<file path="src/rtl/mux_pkg.sv">
// mux_pkg: shared defaults, mode encoding and width helper for the N:1 sequential mux
package mux_pkg;

    localparam int N_DEF = 13;
    localparam int W_DEF = 1;

    typedef enum logic {
        MODE_DIRECT = 1'b0,
        MODE_SCAN   = 1'b1
    } mode_e;

    function automatic int clog2(input int v);
        int r;
        r = 0;
        while ((1 << r) < v) r++;
        return r;
    endfunction

endpackage

</file>
<file path="src/rtl/mux_scan_ctr.sv">
// mux_scan_ctr: auto-scan channel counter with restart on mode rise and wrap detect
module mux_scan_ctr
    import mux_pkg::*;
#(
    parameter int N  = N_DEF,
    parameter int SW = clog2(N)
) (
    input  logic          clk,
    input  logic          rst,
    input  logic          mode,
    input  logic          en,
    output logic [SW-1:0] idx,
    output logic          last
);

    logic [SW-1:0] cnt;
    logic          mode_q;

    // a fresh entry into scan mode presents channel 0 regardless of the stale count
    always_comb begin
        idx  = (mode == MODE_SCAN && mode_q != MODE_SCAN) ? '0 : cnt;
        last = idx == SW'(N - 1);
    end

    // mode history tracks every cycle; the count moves only on enabled scan updates
    always_ff @(posedge clk) begin
        if (rst) begin
            cnt    <= '0;
            mode_q <= 1'b0;
        end else begin
            mode_q <= mode;
            if (en && mode == MODE_SCAN)
                cnt <= last ? '0 : idx + SW'(1);
        end
    end

endmodule

</file>
<file path="src/rtl/mux_nx1_seq.sv">
// mux_nx1_seq: registered N:1 channel mux with direct select and auto-scan modes
module mux_nx1_seq
    import mux_pkg::*;
#(
    parameter int N  = N_DEF,
    parameter int W  = W_DEF,
    parameter int SW = clog2(N)
) (
    input  logic            clk,
    input  logic            rst,
    input  logic [N*W-1:0]  i,
    input  logic [SW-1:0]   s,
    input  logic            mode,
    input  logic            en,
    output logic [W-1:0]    o,
    output logic [SW-1:0]   ch,
    output logic            vld,
    output logic            err,
    output logic            wrap
);

    logic [SW-1:0] idx;
    logic [SW-1:0] sel;
    logic          last;
    logic          scan;
    logic          legal;

    mux_scan_ctr #(.N(N), .SW(SW)) u_ctr (
        .clk  (clk),
        .rst  (rst),
        .mode (mode),
        .en   (en),
        .idx  (idx),
        .last (last)
    );

    // scan ignores s; a direct select is legal only when it names an existing channel
    always_comb begin
        scan  = mode == MODE_SCAN;
        sel   = scan ? idx : s;
        legal = scan || (int'(s) < N);
    end

    // output register: sample on enable, otherwise hold data/index and drop the flags
    always_ff @(posedge clk) begin
        if (rst) begin
            o    <= '0;
            ch   <= '0;
            vld  <= 1'b0;
            err  <= 1'b0;
            wrap <= 1'b0;
        end else if (en) begin
            o    <= legal ? i[sel*W +: W] : '0;
            ch   <= sel;
            vld  <= legal;
            err  <= !legal;
            wrap <= scan && last;
        end else begin
            vld  <= 1'b0;
            err  <= 1'b0;
            wrap <= 1'b0;
        end
    end

endmodule

</file>
<file path="config.mk">
export PLATFORM = sky130hd
export DESIGN_NAME = mux_nx1_seq
export DESIGN_NICKNAME = d
export VERILOG_FILES = /design/src/rtl/mux_pkg.sv /design/src/rtl/mux_scan_ctr.sv /design/src/rtl/mux_nx1_seq.sv
export SDC_FILE = /design/constraint.sdc
export NUM_CORES = 1
export LEC_CHECK = 0
export CAP_MARGIN = 10
export CELL_PAD_IN_SITES_DETAIL_PLACEMENT = 1
export CELL_PAD_IN_SITES_GLOBAL_PLACEMENT = 2
export CORE_MARGIN = 2
export CORE_UTILIZATION = 25
export DETAILED_ROUTE_END_ITERATION = 6
export PLACE_DENSITY_LB_ADDON = 0.15
export SYNTH_ARGS = -nofsm -noshare
export SYNTH_HDL_FRONTEND = slang
export SYNTH_HIERARCHICAL = 1
export SYNTH_SLANG_ARGS = --single-unit
</file>
<file path="constraint.sdc">
create_clock -name clk -period 2.32 [get_ports clk]
set_input_delay 0.232 -clock clk [delete_from_list [all_inputs] [get_ports clk]]
set_output_delay 0.232 -clock clk [all_outputs]
set_load 0.005 [all_outputs]
</file>
# Yosys cells after proc, flatten, opt, wreduce, memory -nomap -nowiden
# Index checks and enable logic that the tools add are counted.
[totals] register_bits=13 input_bits=21 output_inout_bits=8 wordCells=23
[op_classes] n_addsub=1 magnitude_cmp=1 n_eq_ne=1 shifts=1 mux=4 n_bitwise=2 reduce_logical=6
[ops] operator="13-bit by 5-bit indexed part select with 1-bit output" n=1
[ops] operator="4-bit 2-to-1 mux" n=3
[ops] operator="4-bit by 1-bit adder with 4-bit output, second input constant" n=1
[ops] operator="4-bit equality test, second input constant" n=1
[ops] operator="4-bit less-than comparator, second input constant" n=1
[ops] operator="1-bit logical AND" n=3
[ops] operator="1-bit inverter" n=2
[ops] operator="2-bit OR reduction" n=1
[ops] operator="1-bit logical NOT" n=1
[ops] operator="1-bit logical OR" n=1
[ops] operator="1-bit 2-to-1 mux" n=1

# Logic depth before layout (Yosys ltp)
# Gate-level depths: netlist of the first run.
[depth] ltp_word=6 mapped_depth=8 depth_no_buf=8

# Hierarchy
# The synthesis of the first run kept the hierarchy.
[by_module_without_submodules] mod="mux_nx1_seq" n_inst=1 cells_per_inst=74 area_each_um2=638.1 seq_area_each_um2=160.2
[by_module_without_submodules] mod="mux_scan_ctr" n_inst=1 cells_per_inst=38 area_each_um2=281.5 seq_area_each_um2=100.1

# Least setup slack after synthesis of the first run
# No wires, ideal clock.
[synth_path] path_kind="register to register" startpoint="reg u_ctr.mode_q" endpoint="reg o" setup_time_ps=103 t_arrival_ps=1730 required_time_ps=2217 setup_slack_ps=486 stages_incl_launch_ff=9 path_buffers=1 period_less_slack_ps=1834 cell_sequence="dfxtp_1 > nand2b_1 > and2_2 > buf_6 > nand2b_1 > a32o_1 > a211oi_2 > o21ai_1 > a2111oi_2"
[synth_between] elab_chain_cells=6
[synth_rtl] item="start: declaration" line="mux_scan_ctr.sv:17" text="logic mode_q;"
[synth_rtl] item="start signal: assignment" line="mux_scan_ctr.sv:31" text="mode_q <= mode;"
[synth_rtl] item="1-bit inverter" line="mux_scan_ctr.sv:21" text="idx = (mode == MODE_SCAN && mode_q != MODE_SCAN) ? '0 : cnt;"
[synth_rtl] item="1-bit logical AND" line="mux_scan_ctr.sv:21"
[synth_rtl] item="4-bit 2-to-1 mux" line="mux_scan_ctr.sv:21"
[synth_rtl] item="net idx[0]" line="mux_nx1_seq.sv:22" text="logic [SW-1:0] idx;"
[synth_rtl] item="4-bit 2-to-1 mux" line="mux_nx1_seq.sv:40" text="sel = scan ? idx : s;"
[synth_rtl] item="13-bit by 5-bit indexed part select with 1-bit output" line="mux_nx1_seq.sv:53" text="o <= legal ? i[sel*W +: W] : '0;"
[synth_rtl] item="1-bit 2-to-1 mux" line="mux_nx1_seq.sv:53"
[synth_rtl] item="end signal: assignment" line="mux_nx1_seq.sv:53"
[synth_rtl] item="end: declaration" line="mux_nx1_seq.sv:15" text="output logic [W-1:0] o,"
# The timed path passes the listed nets, and every way through them passes these cells.
# A chain may end at the register's enable or synchronous reset.

# Worst setup path in the final report of the first run
[layout_path] startpoint="in mode" endpoint="reg o"
[layout_between] elab_chain_cells=5 elab_cells_between_ends=6 classes_between="shift: 1; mux: 3; reduce/logical: 2"
[layout_rtl] item="start: declaration" line="mux_nx1_seq.sv:13" text="input logic mode,"
[layout_rtl] item="1-bit logical AND" line="mux_scan_ctr.sv:21"
[layout_rtl] item="4-bit 2-to-1 mux" line="mux_scan_ctr.sv:21"
[layout_rtl] item="net idx[0]" line="mux_nx1_seq.sv:22"
[layout_rtl] item="4-bit 2-to-1 mux" line="mux_nx1_seq.sv:40"
[layout_rtl] item="13-bit by 5-bit indexed part select with 1-bit output" line="mux_nx1_seq.sv:53"
[layout_rtl] item="1-bit 2-to-1 mux" line="mux_nx1_seq.sv:53"
# The timed path passes the listed nets, and every way through them passes these cells.

==> out/metrics.cfg, run 1 <==
[die]
dieArea_um2=4180
initial_utilization_pct=25.5
rows=22
fp.dieH_um=64.7
fp.coreArea_um2=3610
ios=29
dieWidth_um=64.7

[placement]
port_buffers=28
placed_area_um2=1250
place_congestion=0.760
dp_hpwl_um=2070

[yosys]
synth_common_cells=dfxtp_1, nor2_1, nand2_1, nand2b_1, a21oi_1
synth_area_um2=920
yosysMostFrequentCell=dfxtp_1
synth.avg_cell_area_um2=8.21
synth.area.top_cells=dfxtp_1, nand2b_1, a211oi_1
yosysWarnings=6
yosysSeqAreaShare_pct=28.3
yosys.area.top_type=dfxtp_1
yosysTopAreaCellShare_pct=28.3
syn_inst=112
ys_types=42
ys_ff_latch=13
synthFlopType=dfxtp_1
synth-edff-count=0
syn_nets=133
ys_async_sr_fraction_pct=0

[route]
initialDrtViolationCount=33
drtAntennaViolNets=0
wl_per_cell_um=13.3
vias_per_cell=4.81
firstDrtPassIters=4
drc=0
num_vias=918
wirelength_um=2540

[global_route]
track_usage_pct=13.0
grt_pass1_wl_um=4310
grt_max_degree=20
top_usage_layer=met2
grt.met2_usage_pct=23.6
grt_pass1_vias=899
met3_usage_pct=1.74
antenna_found_initial=0
grt_overflow=0
use_met1_pct=16.5

[setup_path]
crit_top_cell=nand2b_1
crit_family=compound AO/OA/AOI/OAI gates
worstSetupStartpointType=input port
crit_type=in2reg
cp_max_fo=5
required_ns=2.46
end_kind=flop
cp.buffers_inverters=1
cp.arrival_ns=2.08
path_cells=clkdlybuf4s50_1 > nand2b_1 > and2_2 > nand2b_1 > a32o_1 > a211oi_2 > o21ai_1 > a2111oi_2
max_stage_delay_ns=0.48
worst_path_max_delay_cell=clkdlybuf4s50_1

[cts]
cts_hold_buffers=0
cts_setup_buffers=0
cts_buffers=3
clk_path_buf_depth=2
clk_latency_ns=0.24
postCtsResizedCells=0
htree_levels=1
cts_tree=built
clk_pin_slew_ns=0.06
clkSinkCount=13
cts-root-buf=clkbuf_8

[timing]
fmax_mhz=516
setup_viol=0
tns_ns=0
maxSlewViolCount=0
fin_crit_ns=1.94
skew_ns=0.000893
hold_violations=0
worst_pin_slew_ns=0.533
fin_crit_sh_pct=83.5
slew_headroom_pct=64.3
grt_setup_unrepaired=no

[power]
p_int_mw=0.435
power.leakage_nw=0.473
p_total_mw=0.586
pwr-share-clk_pct=34.4
swShare_pct=25.8
power_frac_seq_pct=40.5
worst_ir_drop_vdd_uv=144
p_comb_share_pct=25.1
p_sw_mw=0.151
powerDensity_nw_per_um2=453

[layout]
post-route-util_pct=35.9
area_growth_pct=40.8
n_fill_cell=440
regArea_um2=260
drive_gt1_share_pct=14.7
nets=165
fin_area_um2=1290
multi_input_area_um2=601
antenna_cells=0

[outcome]
status=completed

[job]
max_cap_violations=0

[worst_hold_path]
min_path_type=reg2reg

through the flow:
| step | hold WS (ns) | setup WS [ns] | cells |
|---|---|---|---|
| 6_report | 0.485 | 0.382 | 191 |
| 5_1_grt | 0.518 | 0.218 | 191 |
| 4_1_cts | 0.490 | 0.360 | 191 |
| 3_5_place_dp | 0.482 | 0.120 | 187 |
| 3_3_place_gp | 0.477 | 0.138 | 187 |
| 2_1_floorplan | 0.301 | 0.486 | 112 |
path summary, 6_finish.rpt:
kind,to,slack [ns],cells past startpoint,start
setup / recovery,o,0.38,8,mode
hold reg to reg,ch[0],0.49,2,ch[0]
setup reg to reg,o,0.40,7,u_ctr/mode_q
hold / removal,ch[0],0.49,2,ch[0]
layout by cell type (no fill, tap or decap), drive strengths merged, types with 2 or more instances in the layout:
master,synthesis,routed
o21ai,5,5
a21oi,9,9
nor2,12,12
buf,5,5
and4b,2,2
clkdlybuf4s50,0,28
nand3,2,2
nor2b,4,4
mux2i,6,6
dfxtp,13,13
and2,3,3
nand2b,9,9
nand2,12,12
inv,3,3
clkbuf,1,4
a211oi,8,8
state kept, by name (all words and copies together) (netlist names):
name          cells
ch                4
o                 1
err               1
vld               1
u_ctr/cnt         4
u_ctr/mode_q      1
wrap              1
layer usage:
layer	vias to the layer above	share of wire, %
li1	466	-
met1	432	48
met2	20	49
met3	0	3.3
met4	0	0
met5	-	0
worst min-delay path, stage by stage, from the launching register on:
cell and delay [ns]:
dfxtp_1 0.31, nor2_1 0.08, a211oi_1 0.05
logic make-up (layout without fill, tap and decap cells):
kind of cell           after synthesis  count (layout)  synth area share, %
and+or+nand+nor                     51              51                 29.8
AOI/OAI and AO/OA                   32              32                 26.9
DFF                                 13              13                 28.3
buffers and inverters                9              40                 6.39
muxes                                7               7                 8.57
power by group through the flow:
stage                     clock, mW  sequential, mW  combinational [mW]
final                         0.202           0.237               0.147
after floorplan                   0           0.243              0.0758
after CTS                     0.207           0.238               0.150
after global placement            0           0.242               0.148
after detailed placement          0           0.242               0.149
after global routing          0.220           0.239               0.162
layout make-up:
| cell class | instances | area share (%) |
|---|---|---|
| clock buffer | 4 | 3.48 |
| inverter | 3 | 0.870 |
| tap | 48 | 4.64 |
| multi-input combinational | 90 | 46.4 |
| timing repair buffer | 33 | 24.5 |
| sequential | 13 | 20.1 |
(Power assumes the default switching activity.)
==> run 2, diff against run 1 <==
Settings changed: CORE_UTILIZATION 25 to 23.
Clock period 2.32 ns to 1.7 ns, I/O delays scaled along.
==> run 2 against run 1 <==
  * The run now ends with setup timing left
  * Clock-buffer cell count stayed put
  * Design area is 12% higher
  * Via count is 7.0% higher
  * Clock power is 40% higher
  * Wire length is 15% higher
  * Sequential cell count stayed put
  * Largest cell class unchanged
  * Critical endpoint unchanged
==> out/metrics.cfg, run 2 (synthesis results as in run 1) <==
[outcome]
status=complete, but fails checks
failed_checks=setup timing

[placement]
dp_hpwl_um=2350
place_congestion=0.868
port_buffers=28
place_ws_ns=-0.465
post-place-cells=203

[setup_path]
endpoint=o
worst-path-stages=7
required_ns=1.84
cp.arrival_ns=1.87
end_kind=flop
rr_startpoint=u_ctr/mode_q
cp_max_fo=7
crit_family=compound AO/OA/AOI/OAI gates
rrSetupSlack_ns=-0.02
cp.buffers_inverters=0
crit_type=reg2reg
max_stage_delay_ns=0.33
crit_top_cell=nand2b_4
worst_path_max_delay_cell=dfxtp_2
path_cells=nand2b_4 > and2_4 > nand2b_4 > a32o_2 > a211oi_2 > o21ai_1 > a2111oi_2
rr_worst_depth=7
r2r-end=o
crit_start=u_ctr/mode_q
worstSetupStartpointType=flop

[die]
rows=22
initial_utilization_pct=24.6
fp.dieH_um=67.2
ios=29
dieWidth_um=67.2
dieArea_um2=4520
fp.coreArea_um2=3740

[global_route]
grt_overflow=0
grt_max_degree=14
antenna_found_initial=0
grt_pass1_vias=1034
grt_pass1_wl_um=4770
track_usage_pct=13.9

[timing]
setup_slack_ns=-0.0235
fmax_mhz=580
whs_ns=0.483
setup_viol=1
skew_ns=0.00585
fin_crit_sh_pct=101
fin_crit_ns=1.72
hold_violations=0
maxSlewViolCount=0
worst_pin_slew_ns=0.512
grt_setup_unrepaired=yes
slew_headroom_pct=65.8

[cts]
clk_pin_slew_ns=0.06
cts_buffers=3
clk_latency_ns=0.24
clk_path_buf_depth=2
clkSinkCount=13
cts-root-buf=clkbuf_8
cts_tree=built
htree_levels=1

[layout]
drive_gt1_share_pct=27.0
area_growth_pct=57.6
reg.largest.list=ch (4), u_ctr/cnt (4)
layout_commonest_cell=clkdlybuf4s50_1
layout_common_cells=clkdlybuf4s50_1, buf_4, nor2_1, dfxtp_1, nand2_1
nets=181
n_fill_cell=465
post-route-util_pct=38.7
instances_no_fill=207
antenna_cells=0

[power]
p_total_mw=0.844
power.leakage_nw=0.565
powerDensity_nw_per_um2=582
worst_ir_drop_vdd_uv=404

[route]
wirelength_um=2930
wl_per_cell_um=14.1
firstDrtPassIters=2
wl_met2_um=1530
wl_met1_um=1270
vias_per_cell=4.74
drc=0
initialDrtViolationCount=23
top_signal_layer_used=met4
route.met3.wl_um=108
num_vias=982
drtAntennaViolNets=0

[worst_hold_path]
min_path_type=reg2reg

[job]
max_cap_violations=0

## run 2: timing repair
action,CTS,global route
hold buffers,0,0
buffers inserted,0,0
endpoints found under the setup margin,1,1
gates resized for setup,8,1
## run 2: per-stage QoR
step           cell area (µm²)  TNS [ns]
4_1_cts                   1450   -0.0445
3_3_place_gp              1380    -0.447
2_1_floorplan              928   -0.0781
6_report                  1450   -0.0235
5_1_grt                   1450    -0.112
3_5_place_dp              1380    -0.465
## run 2: cell type report
cell class | instances | area (µm²) | share of cell area [%]
well taps | 48 | 60.1 | 4.15
flip-flops and latches | 13 | 262 | 18.0
inverters | 3 | 11.3 | 0.777
repair buffers | 49 | 437 | 30.1
multi-input cells | 90 | 634 | 43.8
clock buffers | 4 | 45.0 | 3.11
## run 2: how the worst min path moves through the flow
stage | endpoint | cells after the start | startpoint | slack, ns
4_1_cts | ch[1] | 2 | ch[1] | 0.49
3_5_place_dp | ch[1] | 2 | ch[1] | 0.48
5_1_grt | ch[1] | 2 | ch[1] | 0.51
3_3_place_gp | ch[0] | 2 | ch[0] | 0.47
2_1_floorplan | u_ctr/cnt[0] | 1 | rst | 0.24
6_report | ch[1] | 2 | ch[1] | 0.48
## run 2: worst register-to-register path: stages (launching register included)
cell and delay, ns:
dfxtp_2 0.33, nand2b_4 0.15, and2_4 0.19, nand2b_4 0.13
a32o_2 0.27, a211oi_2 0.18, o21ai_1 0.09, a2111oi_2 0.28
## run 2: metal layers
metal  track usage (%)  vias to the layer above
met5                 0                        -
met4              3.32                        0
met3              3.50                        2
met2              25.9                       16
met1              15.8                      469
li1                  -                      495
## run 2: report_power, final
group          switching (mW)  total, mW  internal [mW]
combinational           0.101      0.239          0.137
clock                   0.116      0.282          0.166
sequential            0.00599      0.323          0.317
total                   0.223      0.844          0.620
==> patch 1 (flow settings as in run 1) <==
Register the input `i` before use, cleared by the reset. The logic sees it one clock later. The other inputs are not delayed to match.
--- a/src/rtl/mux_nx1_seq.sv
+++ b/src/rtl/mux_nx1_seq.sv
@@ -19,4 +19,14 @@
     output logic            wrap
 );
+
+    logic [N*W-1:0] i_q;
+
+    always_ff @(posedge clk) begin
+        if (rst) begin
+            i_q <= '0;
+        end else begin
+            i_q <= i;
+        end
+    end
 
     logic [SW-1:0] idx;
@@ -51,5 +61,5 @@
             wrap <= 1'b0;
         end else if (en) begin
-            o    <= legal ? i[sel*W +: W] : '0;
+            o    <= legal ? i_q[sel*W +: W] : '0;
             ch   <= sel;
             vld  <= legal;
Check against the original RTL: not equivalent (a bounded check fails within 4 cycles, from zero or initial values and one cycle with rst high).
==> patch 1 against run 1 <==
- core utilization is 1.1 points lower
- clock power rose by 28%
- setup slack worse by 0.21 ns
- total power is 51% higher
- sequential cell count up 13
- routed wire length grew 23%
- cell area is 27% higher
- hold slack improved by 0.011 ns
- area after synthesis up 34%
- largest cell class unchanged
==> patch 1: results (changes against run 1) <==
* WL final at 3130 um (was 2540 um)
* First-pass GRT wire length at 5240 um (was 4310 um)
* Total CTS buffers at 3 (unchanged)
* HPWL after detailed placement at 2430 um (was 2070 um)
* Fin Hold WS at 0.496 ns (was 0.485 ns)
* Antenna violations before repair at 0 (unchanged)
* Largest regs: i_q: 13 flops, ch: 4 flops, u_ctr/cnt: 4 flops (was ch: 4 flops, u_ctr/cnt: 4 flops)
* Share of layout cells above drive strength 1 at 9.88% (was 14.7%)
* Hold path start: ch[2] (was ch[0])
* Hold Path End: ch[2] (was ch[0])
* Status: complete, no violations (unchanged)
* Number of distinct library cells after synthesis at 43 (was 42)
* Worst Path Arrival at 2.32 ns (was 2.08 ns)
* Placer congestion estimate at 0.799 (was 0.760)
* Area contributors post-synth: dfxtp_1, nor2b_1, mux2i_1 (was dfxtp_1, nand2b_1, a211oi_1)
* VDD IR max at 0.200 mV (was 0.144 mV)
* Fill cells at 564 (was 440)
* Largest net degree at the start of global routing at 19 (was 20)
* Max FO, Critical Path at 8 (was 5)
* Max stage delay on crit path at 0.47 ns
* GR Util met1 at 16.5% (about the same)
* Met3 Use GR at 2.03% (was 1.74%)
* Register area share after synthesis at 42.2% (was 28.3%)
* Worst r2r src: u_ctr/mode_q (unchanged)
* Synth Flop Type: dfxtp_1 (unchanged)
* Post-place setup slack at -0.106 ns (was 0.120 ns)
* Top cells by count, synth: dfxtp_1, nor2b_1, nor2_1, nand2_1, a21oi_1 (was dfxtp_1, nor2_1, nand2_1, nand2b_1, a21oi_1)
* Hold Crit Class: reg -> reg (unchanged)
* Via count at 1072 (was 918)
* # nets final at 195 (was 165)
* Reg2Reg Setup Slack at 0.27 ns (was 0.40 ns)
* Initial detailed-routing violation count at 29 (was 33)
* Post-Route Skew at 0.00427 ns (was 0.000893 ns)
* Static Leak at 0.620 nW (was 0.473 nW)
* GRT Util Overall at 12.4% (was 13.0%)
* Worst Max-Slew Pin Slew at 0.594 ns (was 0.533 ns)
* Met2 Use GR at 20.3% (was 23.6%)
* Clock Latency Late Sink at 0.27 ns (was 0.24 ns)
==> patch 1: cell count changes in the layout (fill, tap and decap cells not counted), sizes merged, moves of 3 or more <==
cell    before  now
dfxtp       13   26
nor2b        4   17
nand2b       9    4
buf          5    8
inv          3    6
==> patch 1: logic make-up (layout without fill, tap and decap cells) <==
group	Yosys count	count (layout)	synth area share, %
and+or+nand+nor	62	62	27.2
AOI/OAI and AO/OA	32	32	18.5
DFF	26	26	42.2
buffers and inverters	14	45	6.29
muxes	7	7	5.79
==> patch 1: worst max path at each step <==
stage,from,endpoint,slack (ns)
6_report,mode,o,0.17
5_1_grt,mode,o,0.04
4_1_cts,mode,o,0.17
3_5_place_dp,mode,o,-0.11
3_3_place_gp,mode,o,0.08
2_1_floorplan,u_ctr/mode_q,o,0.57
==> patch 1: power breakdown <==
part | internal (mW) | switching, mW
Combinational | 0.0856 | 0.0663
Sequential | 0.467 | 0.0100
Clock | 0.116 | 0.141
Total | 0.669 | 0.218
==> patch 1: worst max-delay path: cells and delay by family <==
kind                   cells  cell delay (ns)
AND/OR/NAND/NOR            3             0.62
AO/OA/AOI/OAI              3             0.61
buffers and inverters      1             0.47
multiplexers               1             0.38
==> patch 1: metal layers <==
metal	share of wire (%)	wire length [um]
met4	0.74	23
met5	0	0
met1	51	1580
met2	45	1390
met3	4.1	129
==> patch 1: final cells by class <==
type	count	area, um^2	area share [%]
clock buffers	3	41.3	2.51
multi-input cells	101	634	38.6
flip-flops and latches	26	520	31.7
inverters	6	22.5	1.37
well taps	67	83.8	5.10
repair buffers	36	340	20.7
==> patch 1: per-stage QoR <==
stage               TNS, ns  total power, mW  instances
CTS                       0            0.902        239
global route              0            0.935        239
finish                    0            0.887        239
detailed placement   -0.106            0.641        236
floorplan                 0            0.565        141
global placement          0            0.638        236
==> patch 2 (settings of run 1) <==
Without the edit above. Set the package constant `N_DEF` to 26 (it was 13).
--- a/src/rtl/mux_pkg.sv
+++ b/src/rtl/mux_pkg.sv
@@ -2,5 +2,5 @@
 package mux_pkg;
 
-    localparam int N_DEF = 13;
+    localparam int N_DEF = 26;
     localparam int W_DEF = 1;
 
Ports: changed (resized ch, i and s); port bits go from 29 to 44. The function was not compared with the original's and may differ.
==> patch 2 against run 1 <==
- largest cell class unchanged
- cell area is 34% higher
- critical path depth stayed put
- routed wire length is 45% higher
- critical path type is now reg -> reg
- setup slack worse by 0.23 ns
- sequential cell count is 2 higher
- area after synthesis is 20% higher
- via count is 31% higher
- total power is 20% higher
==> patch 2: results (changes against run 1) <==
* Status: complete, no violations (unchanged)
* Share of layout cells above drive strength 1 at 18.5% (was 14.7%)
* Total CTS buffers at 3 (unchanged)
* DR WL/cell at 15.2 um (was 13.3 um)
* Cell Area, Placed at 1670 um^2 (was 1250 um^2)
* Initial detailed-routing violation count at 63 (was 33)
* Switching portion of total power at 27.3% (was 25.8%)
* Met1 Wirelength at 1520 um (was 1210 um)
* Max clock buf depth at 2 (unchanged)
* Async S/R FF share, synth at 0% (unchanged)
* YS warnings at 6 (unchanged)
* Max FO, Critical Path at 5 (unchanged)
* Clock Latency Late Sink at 0.25 ns
* Largest regs: ch: 5 flops, u_ctr/cnt: 5 flops (was ch: 4 flops, u_ctr/cnt: 4 flops)
* Fin cells at 241 (was 191)
* Static Leak at 0.669 nW (was 0.473 nW)
* HPWL after detailed placement at 3070 um (was 2070 um)
* Clk slew on worst S/H paths at 0.07 ns
* Worst Max-Slew Pin Slew at 0.518 ns (was 0.533 ns)
* Vias in the first global route at 1312 (was 899)
* Max stage delay on crit path at 0.53 ns (was 0.48 ns)
* Slowest-stage cell, CP: mux4_2 (was clkdlybuf4s50_1)
* First-pass DRT Iterations at 4 (unchanged)
* Top cells by count, synth: nor2_1, dfxtp_1, a21oi_1, nand3_1 (was dfxtp_1, nor2_1, nand2_1, nand2b_1, a21oi_1)
* Cts repair resizes at 0 (unchanged)
* Met3 Use GR at 3.46% (was 1.74%)
* VDD IR max at 0.263 mV (was 0.144 mV)
* Worst Path Arrival at 2.32 ns (was 2.08 ns)
* Post-place setup slack at -0.196 ns (was 0.120 ns)
* Largest net degree at the start of global routing at 17 (was 20)
* # nets final at 227 (was 165)
* GR Util met1 at 17.8% (was 16.5%)
* Register area share after synthesis at 27.3% (was 28.3%)
* Antenna violations before repair at 0 (unchanged)
* Number of distinct library cells after synthesis at 39 (was 42)
* Placer congestion estimate at 0.841 (was 0.760)
* First-pass GRT wire length at 6190 um (was 4310 um)
* DR WL met2 at 2000 um (was 1240 um)
* Hold Crit Class: reg -> reg (unchanged)
* Vias/cell at 4.98 (was 4.81)
* DRC Markers at 0 (unchanged)
* Routed length on met3 at 124 um (was 84 um)
* Net Count, Synth at 170 (was 133)
* Worst path top cell family by delay: multiplexers (was compound AO/OA/AOI/OAI gates)
* GRT Util Overall at 15.9% (was 13.0%)
* Gate Count Post-Synth at 133 (was 112)
* Post-Route Skew at 0.00500 ns (was 0.000893 ns)
* Area contributors post-synth: dfxtp_1, a21oi_1, nor2_1 (was dfxtp_1, nand2b_1, a211oi_1)
* Top Metal Used: met4 (was met3)
* Met2 Use GR at 30.4% (was 23.6%)
* Port-buffer cells at 43 (was 28)
==> patch 2: cell count changes after synthesis, sizes merged, moves of 3 or more <==
| cell | run 1 | this run |
|---|---|---|
| nand2b | 9 | 1 |
| a21oi | 9 | 14 |
| nor3 | 1 | 4 |
| mux4 | 0 | 3 |
| nor2 | 12 | 18 |
| nand2 | 12 | 6 |
| and2 | 3 | 6 |
| inv | 3 | 7 |
| nand3 | 2 | 7 |
==> patch 2: power by group through the flow <==
stage                     clock network [mW]  logic [mW]  registers, mW
final                                  0.220       0.206          0.275
after global routing                   0.241       0.226          0.277
after CTS                              0.228       0.206          0.276
after detailed placement                   0       0.206          0.281
after global placement                     0       0.200          0.281
after floorplan                            0      0.0876          0.280
==> patch 2: tightest hold or removal path, stage by stage, from the launching register on <==
cell      delay (ns)
dfxtp_1         0.31
nor2_1          0.09
a211oi_1        0.05
==> patch 2: path summary, 6_finish.rpt <==
| path | from | end | slack, ns | depth (start not counted) |
|---|---|---|---|---|
| worst max-delay path | u_ctr/mode_q | o | 0.15 | 8 |
| worst max register to register | u_ctr/mode_q | o | 0.15 | 8 |
| worst min-delay path | ch[4] | ch[4] | 0.50 | 2 |
| worst min register to register | ch[4] | ch[4] | 0.50 | 2 |
==> patch 2: area by class of cell <==
class / count / area [um^2]
Clock buffer: 3 / 41.3
Timing Repair Buffer: 57 / 538
Inverter: 7 / 26.3
Tap cell: 52 / 65.1
Fill cell: 512 / 2560
Multi-Input combinational cell: 106 / 754
Clock inverter: 1 / 5.00
Sequential cell: 15 / 300
==> patch 2: cell families (layout without fill, tap and decap cells) <==
family,count (synthesis),after routing,synth area share (%)
mux,11,11,14.7
buf+inv,12,68,5.23
compound gates,39,39,23.0
fa+ha+maj,2,2,2.27
simple gates,53,53,26.1
xor+xnor,1,1,1.48
flops,15,15,27.3
